===== config.mk =====
export PLATFORM = sky130hd
export DESIGN_NAME = vx_stream_fair_mux
export DESIGN_NICKNAME = d
export VERILOG_FILES = /design/src/rtl/vx_stream_fair_mux.sv
export SDC_FILE = /design/constraint.sdc
export NUM_CORES = 1
export LEC_CHECK = 0
export BUFFER_PORTS_ARGS = -buffer_cell sky130_fd_sc_hd__buf_2
export CORE_MARGIN = 2
export CORE_UTILIZATION = 30
export DETAILED_ROUTE_END_ITERATION = 7
export GPL_ROUTABILITY_DRIVEN = 0
export GPL_TIMING_DRIVEN = 0
export PLACE_DENSITY = 0.62
export SLEW_MARGIN = 20
export SYNTH_ARGS = -nofsm -noshare
export SYNTH_HDL_FRONTEND = slang
export SYNTH_SLANG_ARGS = --single-unit

===== constraint.sdc =====
create_clock -name clk -period 9.25 [get_ports clk]
set_input_delay 0.925 -clock clk [delete_from_list [all_inputs] [get_ports clk]]
set_output_delay 0.925 -clock clk [all_outputs]
set_load 0.01 [all_outputs]

===== src/rtl/vx_stream_fair_mux.sv =====
// N-to-1 valid/ready stream mux with batch-fair arbitration feeding a
// 2-entry skid buffer, so upstream ready never depends on downstream ready.
module vx_stream_fair_mux #(
    parameter int NUM_INPUTS = 4,
    parameter int DATAW      = 32,
    parameter int SELW       = (NUM_INPUTS > 1) ? $clog2(NUM_INPUTS) : 1
) (
    input  logic                        clk,
    input  logic                        reset,
    input  logic [NUM_INPUTS-1:0]       valid_in,
    input  logic [NUM_INPUTS*DATAW-1:0] data_in,
    output logic [NUM_INPUTS-1:0]       ready_in,
    output logic                        valid_out,
    output logic [DATAW-1:0]            data_out,
    output logic [SELW-1:0]             sel_out,
    input  logic                        ready_out
);

    logic [NUM_INPUTS-1:0] batch;
    logic [NUM_INPUTS-1:0] masked;
    logic [NUM_INPUTS-1:0] qual;
    logic [NUM_INPUTS-1:0] grant_onehot;
    logic [SELW-1:0]       grant_idx;
    logic [DATAW-1:0]      grant_data;
    logic                  grant_found;

    logic [1:0]            count_q, count_d;
    logic [DATAW-1:0]      head_data_q, head_data_d;
    logic [DATAW-1:0]      tail_data_q, tail_data_d;
    logic [SELW-1:0]       head_sel_q, head_sel_d;
    logic [SELW-1:0]       tail_sel_q, tail_sel_d;

    logic                  full;
    logic                  push;
    logic                  pop;

    // Serve the pending snapshot first; refill from live requests once it is exhausted.
    always_comb begin
        masked       = batch & valid_in;
        qual         = (|masked) ? masked : valid_in;
        grant_onehot = '0;
        grant_idx    = '0;
        grant_data   = '0;
        grant_found  = 1'b0;
        for (int i = 0; i < NUM_INPUTS; i++) begin
            if (qual[i] && !grant_found) begin
                grant_found     = 1'b1;
                grant_onehot[i] = 1'b1;
                grant_idx       = SELW'(i);
                grant_data      = data_in[i*DATAW +: DATAW];
            end
        end
    end

    assign full      = (count_q == 2'd2);
    assign ready_in  = grant_onehot & {NUM_INPUTS{~full}};
    assign push      = |(valid_in & ready_in);
    assign pop       = (count_q != 2'd0) & ready_out;

    assign valid_out = (count_q != 2'd0);
    assign data_out  = head_data_q;
    assign sel_out   = head_sel_q;

    generate
        if (NUM_INPUTS > 1) begin : g_batch
            logic [NUM_INPUTS-1:0] batch_q, batch_d;

            always_comb begin
                batch_d = batch_q;
                if (push) begin
                    batch_d = qual & ~grant_onehot;
                end
            end

            always_ff @(posedge clk or posedge reset) begin
                if (reset) begin
                    batch_q <= '0;
                end else begin
                    batch_q <= batch_d;
                end
            end

            assign batch = batch_q;
        end else begin : g_no_batch
            assign batch = '0;
        end
    endgenerate

    // On simultaneous push and pop the tail entry (if any) slides to the head.
    always_comb begin
        count_d     = count_q;
        head_data_d = head_data_q;
        head_sel_d  = head_sel_q;
        tail_data_d = tail_data_q;
        tail_sel_d  = tail_sel_q;
        case ({push, pop})
            2'b10: begin
                count_d = count_q + 2'd1;
                if (count_q == 2'd0) begin
                    head_data_d = grant_data;
                    head_sel_d  = grant_idx;
                end else begin
                    tail_data_d = grant_data;
                    tail_sel_d  = grant_idx;
                end
            end
            2'b01: begin
                count_d     = count_q - 2'd1;
                head_data_d = tail_data_q;
                head_sel_d  = tail_sel_q;
            end
            2'b11: begin
                if (count_q == 2'd1) begin
                    head_data_d = grant_data;
                    head_sel_d  = grant_idx;
                end else begin
                    head_data_d = tail_data_q;
                    head_sel_d  = tail_sel_q;
                    tail_data_d = grant_data;
                    tail_sel_d  = grant_idx;
                end
            end
            default: begin
            end
        endcase
    end

    always_ff @(posedge clk or posedge reset) begin
        if (reset) begin
            count_q <= 2'd0;
        end else begin
            count_q <= count_d;
        end
    end

    // Payload storage is qualified by count, so it needs no reset.
    always_ff @(posedge clk) begin
        head_data_q <= head_data_d;
        head_sel_q  <= head_sel_d;
        tail_data_q <= tail_data_d;
        tail_sel_q  <= tail_sel_d;
    end

endmodule


==> results.tsv <==
stage	metric	value	unit
logic_synthesis	Area contributors post-synth	edfxtp_1 50%, a32o_1 7.8%, a21o_1 5.1%	
setup_path	Worst Path Class, Setup	primary input to register	
cts	CTS Buf Count	9	
cells_and_area	commonest cells after routing, fill and taps aside	183 x buf_2, 68 x edfxtp_1, 36 x o21ai_0	
logic_synthesis	sequential area share after synthesis	52.7	%
setup_path	Cell Chain, Critical Path	buf_2 -> a22oi_2 -> nand3_1 -> a41o_1 -> inv_1 -> ha_1 -> nand2_1 -> nand2_1 -> clkbuf_1 -> clkbuf_1 -> a32o_1	
timing	RSZ-0062 raised after global routing	no	
timing	Peak Freq	0.274	GHz
logic_synthesis	cell type with the largest total area after synthesis	edfxtp_1	
logic_synthesis	Mapped Nets	515	
pwr	register share of total power	36.6	%
cts	worst skew pair latency	0.33	ns
logic_synthesis	average instance area after synthesis	11.0	um2
cts	post_cts resized	0	
drt	DRC Markers	0	
timing	final setup fails	0	
cells_and_area	final instance area	5550	um2
drt	antenna-violating nets left	0	
floorplan	I/O Pins	174	
drt	WL/cell	18.7	um
timing	Max-slew headroom	52.8	%
setup_path	Critical Path Max Stage Delay	0.51	ns
setup_path	Worst Setup End Kind	register	
logic_synthesis	Gate Count Post-Synth	374	
cts	clk root buf	clkbuf_16	
drt	DRT Wirelength	13.8	mm
timing	Setup Skew	0.00732	ns
cells_and_area	FF/Latch Area	2170	um2
floorplan	die height	121	um
min_path	Hold Path Class	primary input to async pin	
pwr	Max VDD drop	0.120	mV
cts	Post-CTS Setup Inserts	0	
pwr	Sw Share	37.3	%
pwr	Comb power frac	45.5	%
setup_path	startpoint types	primary input	
run_status	outcome	complete, no violations	
timing	Slew Limit Fails	0	
setup_path	CP required	9.45	ns
timing	minimum clock period	3.65	ns
timing	Worst Max-Slew Pin Slew	0.705	ns
pwr	Clk pwr share	17.9	%
cts	clk sinks	73	
floorplan	Rows	42	
grt	GRT Util Overall	18.5	%
grt	largest net degree at the start of global routing	19	
timing	Final Hold Vio Count	0	
placed_design	post-placement cell area	5270	um2
cts	Hold-fix buffers, CTS	0	
logic_synthesis	synthesis warning total	0	
grt	antenna violations before repair	1	
drt	Iter 0 DRT Violations	206	
grt	first-pass GRT wire length	20.3	mm
pwr	sw power	0.000699	W
logic_synthesis	Distinct cells, synth	36	
flow_run	max_cap viols	0	
cells_and_area	Net count, final	699	
logic_synthesis	area share of the largest cell type after synthesis	49.6	%
drt	DR vias/cell	5.26	
floorplan	Initial Utilization	30.9	%
cells_and_area	number of diodes	0	
cells_and_area	most common cell after layout, fill and taps aside	buf_2	
floorplan	die area	14700	um2
pwr	P_leak	2.42	nW
placed_design	pre-CTS WS	5.30	ns
cts	H-tree depth	3	
timing	Final WS setup	5.60	ns
pwr	Internal Power	0.00118	W
grt	number of global-route vias before repair	3874	
floorplan	Core Footprint	13300	um2
logic_synthesis	Post-Syn Area	4110	um2
cts	Clock Tree Buf Depth	2	
setup_path	critical path data arrival time	3.84	ns
drt	first drt pass iteration count	5	
setup_path	Worst R2R Setup Slack	5.89	ns
cells_and_area	FILL cells	1315	
cells_and_area	multi-input logic area	1780	um2
placed_design	Post-DP HPWL	10.3	mm
cts	CTS clk-pin slew, worst paths	0.06	ns
drt	vias post-DR	3890	
cts	CTS tree	yes	
floorplan	Die X	121	um
setup_path	Reg2Reg Depth	10	
setup_path	FF-to-FF End	data_out[25]	
timing	setup TNS	0	ns
setup_path	crit-path max FO	10	
cells_and_area	ratio of cells with drive above 1 in the final layout	36.8	%
timing	Period Utilization, post-route	39.4	%
setup_path	Critical R2R Launch	batch[1]	
cells_and_area	Syn-to-layout area delta	34.9	%
logic_synthesis	post-synthesis register bit count	73	
placed_design	IO Port Bufs	171	
pwr	cell area power density	338	nW/um2
setup_path	CP max-delay cell	clkbuf_1	
grt	grt total ovfl	0	
## routing by layer
metal  part of all wire, %  routed length [um]  vias to the layer above  global-route usage (%)
met2                    49                6800                      193                    32.4
met1                    41                5640                     1851                    21.9
met3                   8.6                1180                       13                    4.28
met5                 0.094                  13                        -                       0
li1                      -                   -                     1831                       -
met4                   1.2                 160                        2                    7.19
## registers in the layout, summed over array words and instances (netlist names)
signal,cells
tail_data_q,32
data_out,32
tail_sel_q,2
sel_out,2
count_q,2
batch,3
## cell usage after synthesis
cell      number
edfxtp_1      68
o21ai_0       37
a32o_1        32
a21o_1        28
a21oi_1       25
a22oi_1       21
nand2_1       20
nand2b_1      20
and2_1        19
nor2_1        17
clkbuf_1      15
a221oi_1      13
buf_2         12
inv_1          7
ha_1           6
dfrtp_1        5
a22o_1         3
buf_4          3
a211oi_1       2
buf_6          2
o211a_1        2
o21ai_1        2
xnor2_1        2
a21boi_1       1
a22oi_2        1
a41o_1         1
and3_1         1
buf_1          1
nand3_1        1
nor2b_1        1
nor3_1         1
nor3_4         1
nor4_1         1
o21a_1         1
o31ai_1        1
or2_2          1
## through the flow
step                      utilization [%]  power (W)  cells  hold slack (ns)
after CTS                            41.7    0.00190    739            0.474
final                                41.7    0.00188    739            0.482
after global placement               39.0    0.00149    721            0.492
after floorplan                         -    0.00121    374            0.473
after global routing                 41.7    0.00200    739            0.488
after detailed placement             39.6    0.00155    723            0.508
## area by class of cell
cell class	instances	share of cell area (%)
sequential	73	39.1
inverter	7	0.474
buffer	33	2.98
timing repair buffer	173	16.4
clock inverter	4	0.789
clock buffer	12	4.26
multi-input combinational	261	32.0
tap	176	3.97
## worst max-delay path: cells and delay by family
kind | cells | cell delay, ns
fa+ha+maj | 1 | 0.27
buf+inv | 4 | 1.25
compound gates | 3 | 0.92
simple gates | 3 | 0.44
## worst max-delay path by stage
stage,to,startpoint,slack (ns)
2_1_floorplan,data_out[0],valid_in[1],4.56
3_3_place_gp,data_out[1],valid_in[1],2.78
3_5_place_dp,data_out[15],valid_in[1],5.30
4_1_cts,data_out[15],valid_in[1],5.64
5_1_grt,data_out[25],valid_in[1],5.34
6_report,data_out[25],valid_in[1],5.60
## power groups by stage
stage	Combinational, W	Clock (W)	Sequential [W]
floorplan	0.000468	0	0.000738
global placement	0.000779	0	0.000713
detailed placement	0.000858	0	0.000693
CTS	0.000863	0.000344	0.000689
global route	0.000934	0.000356	0.000706
finish	0.000854	0.000336	0.000688
## logic make-up after synthesis
group / after synthesis / share of synthesized area, %
compound gates: 170 / 29.9
simple gates: 83 / 10.6
xor+xnor: 2 / 0.426
buf+inv: 40 / 4.65
flops: 73 / 52.7
fa+ha+maj: 6 / 1.82
Note: power is estimated with default switching activity, not from simulation.
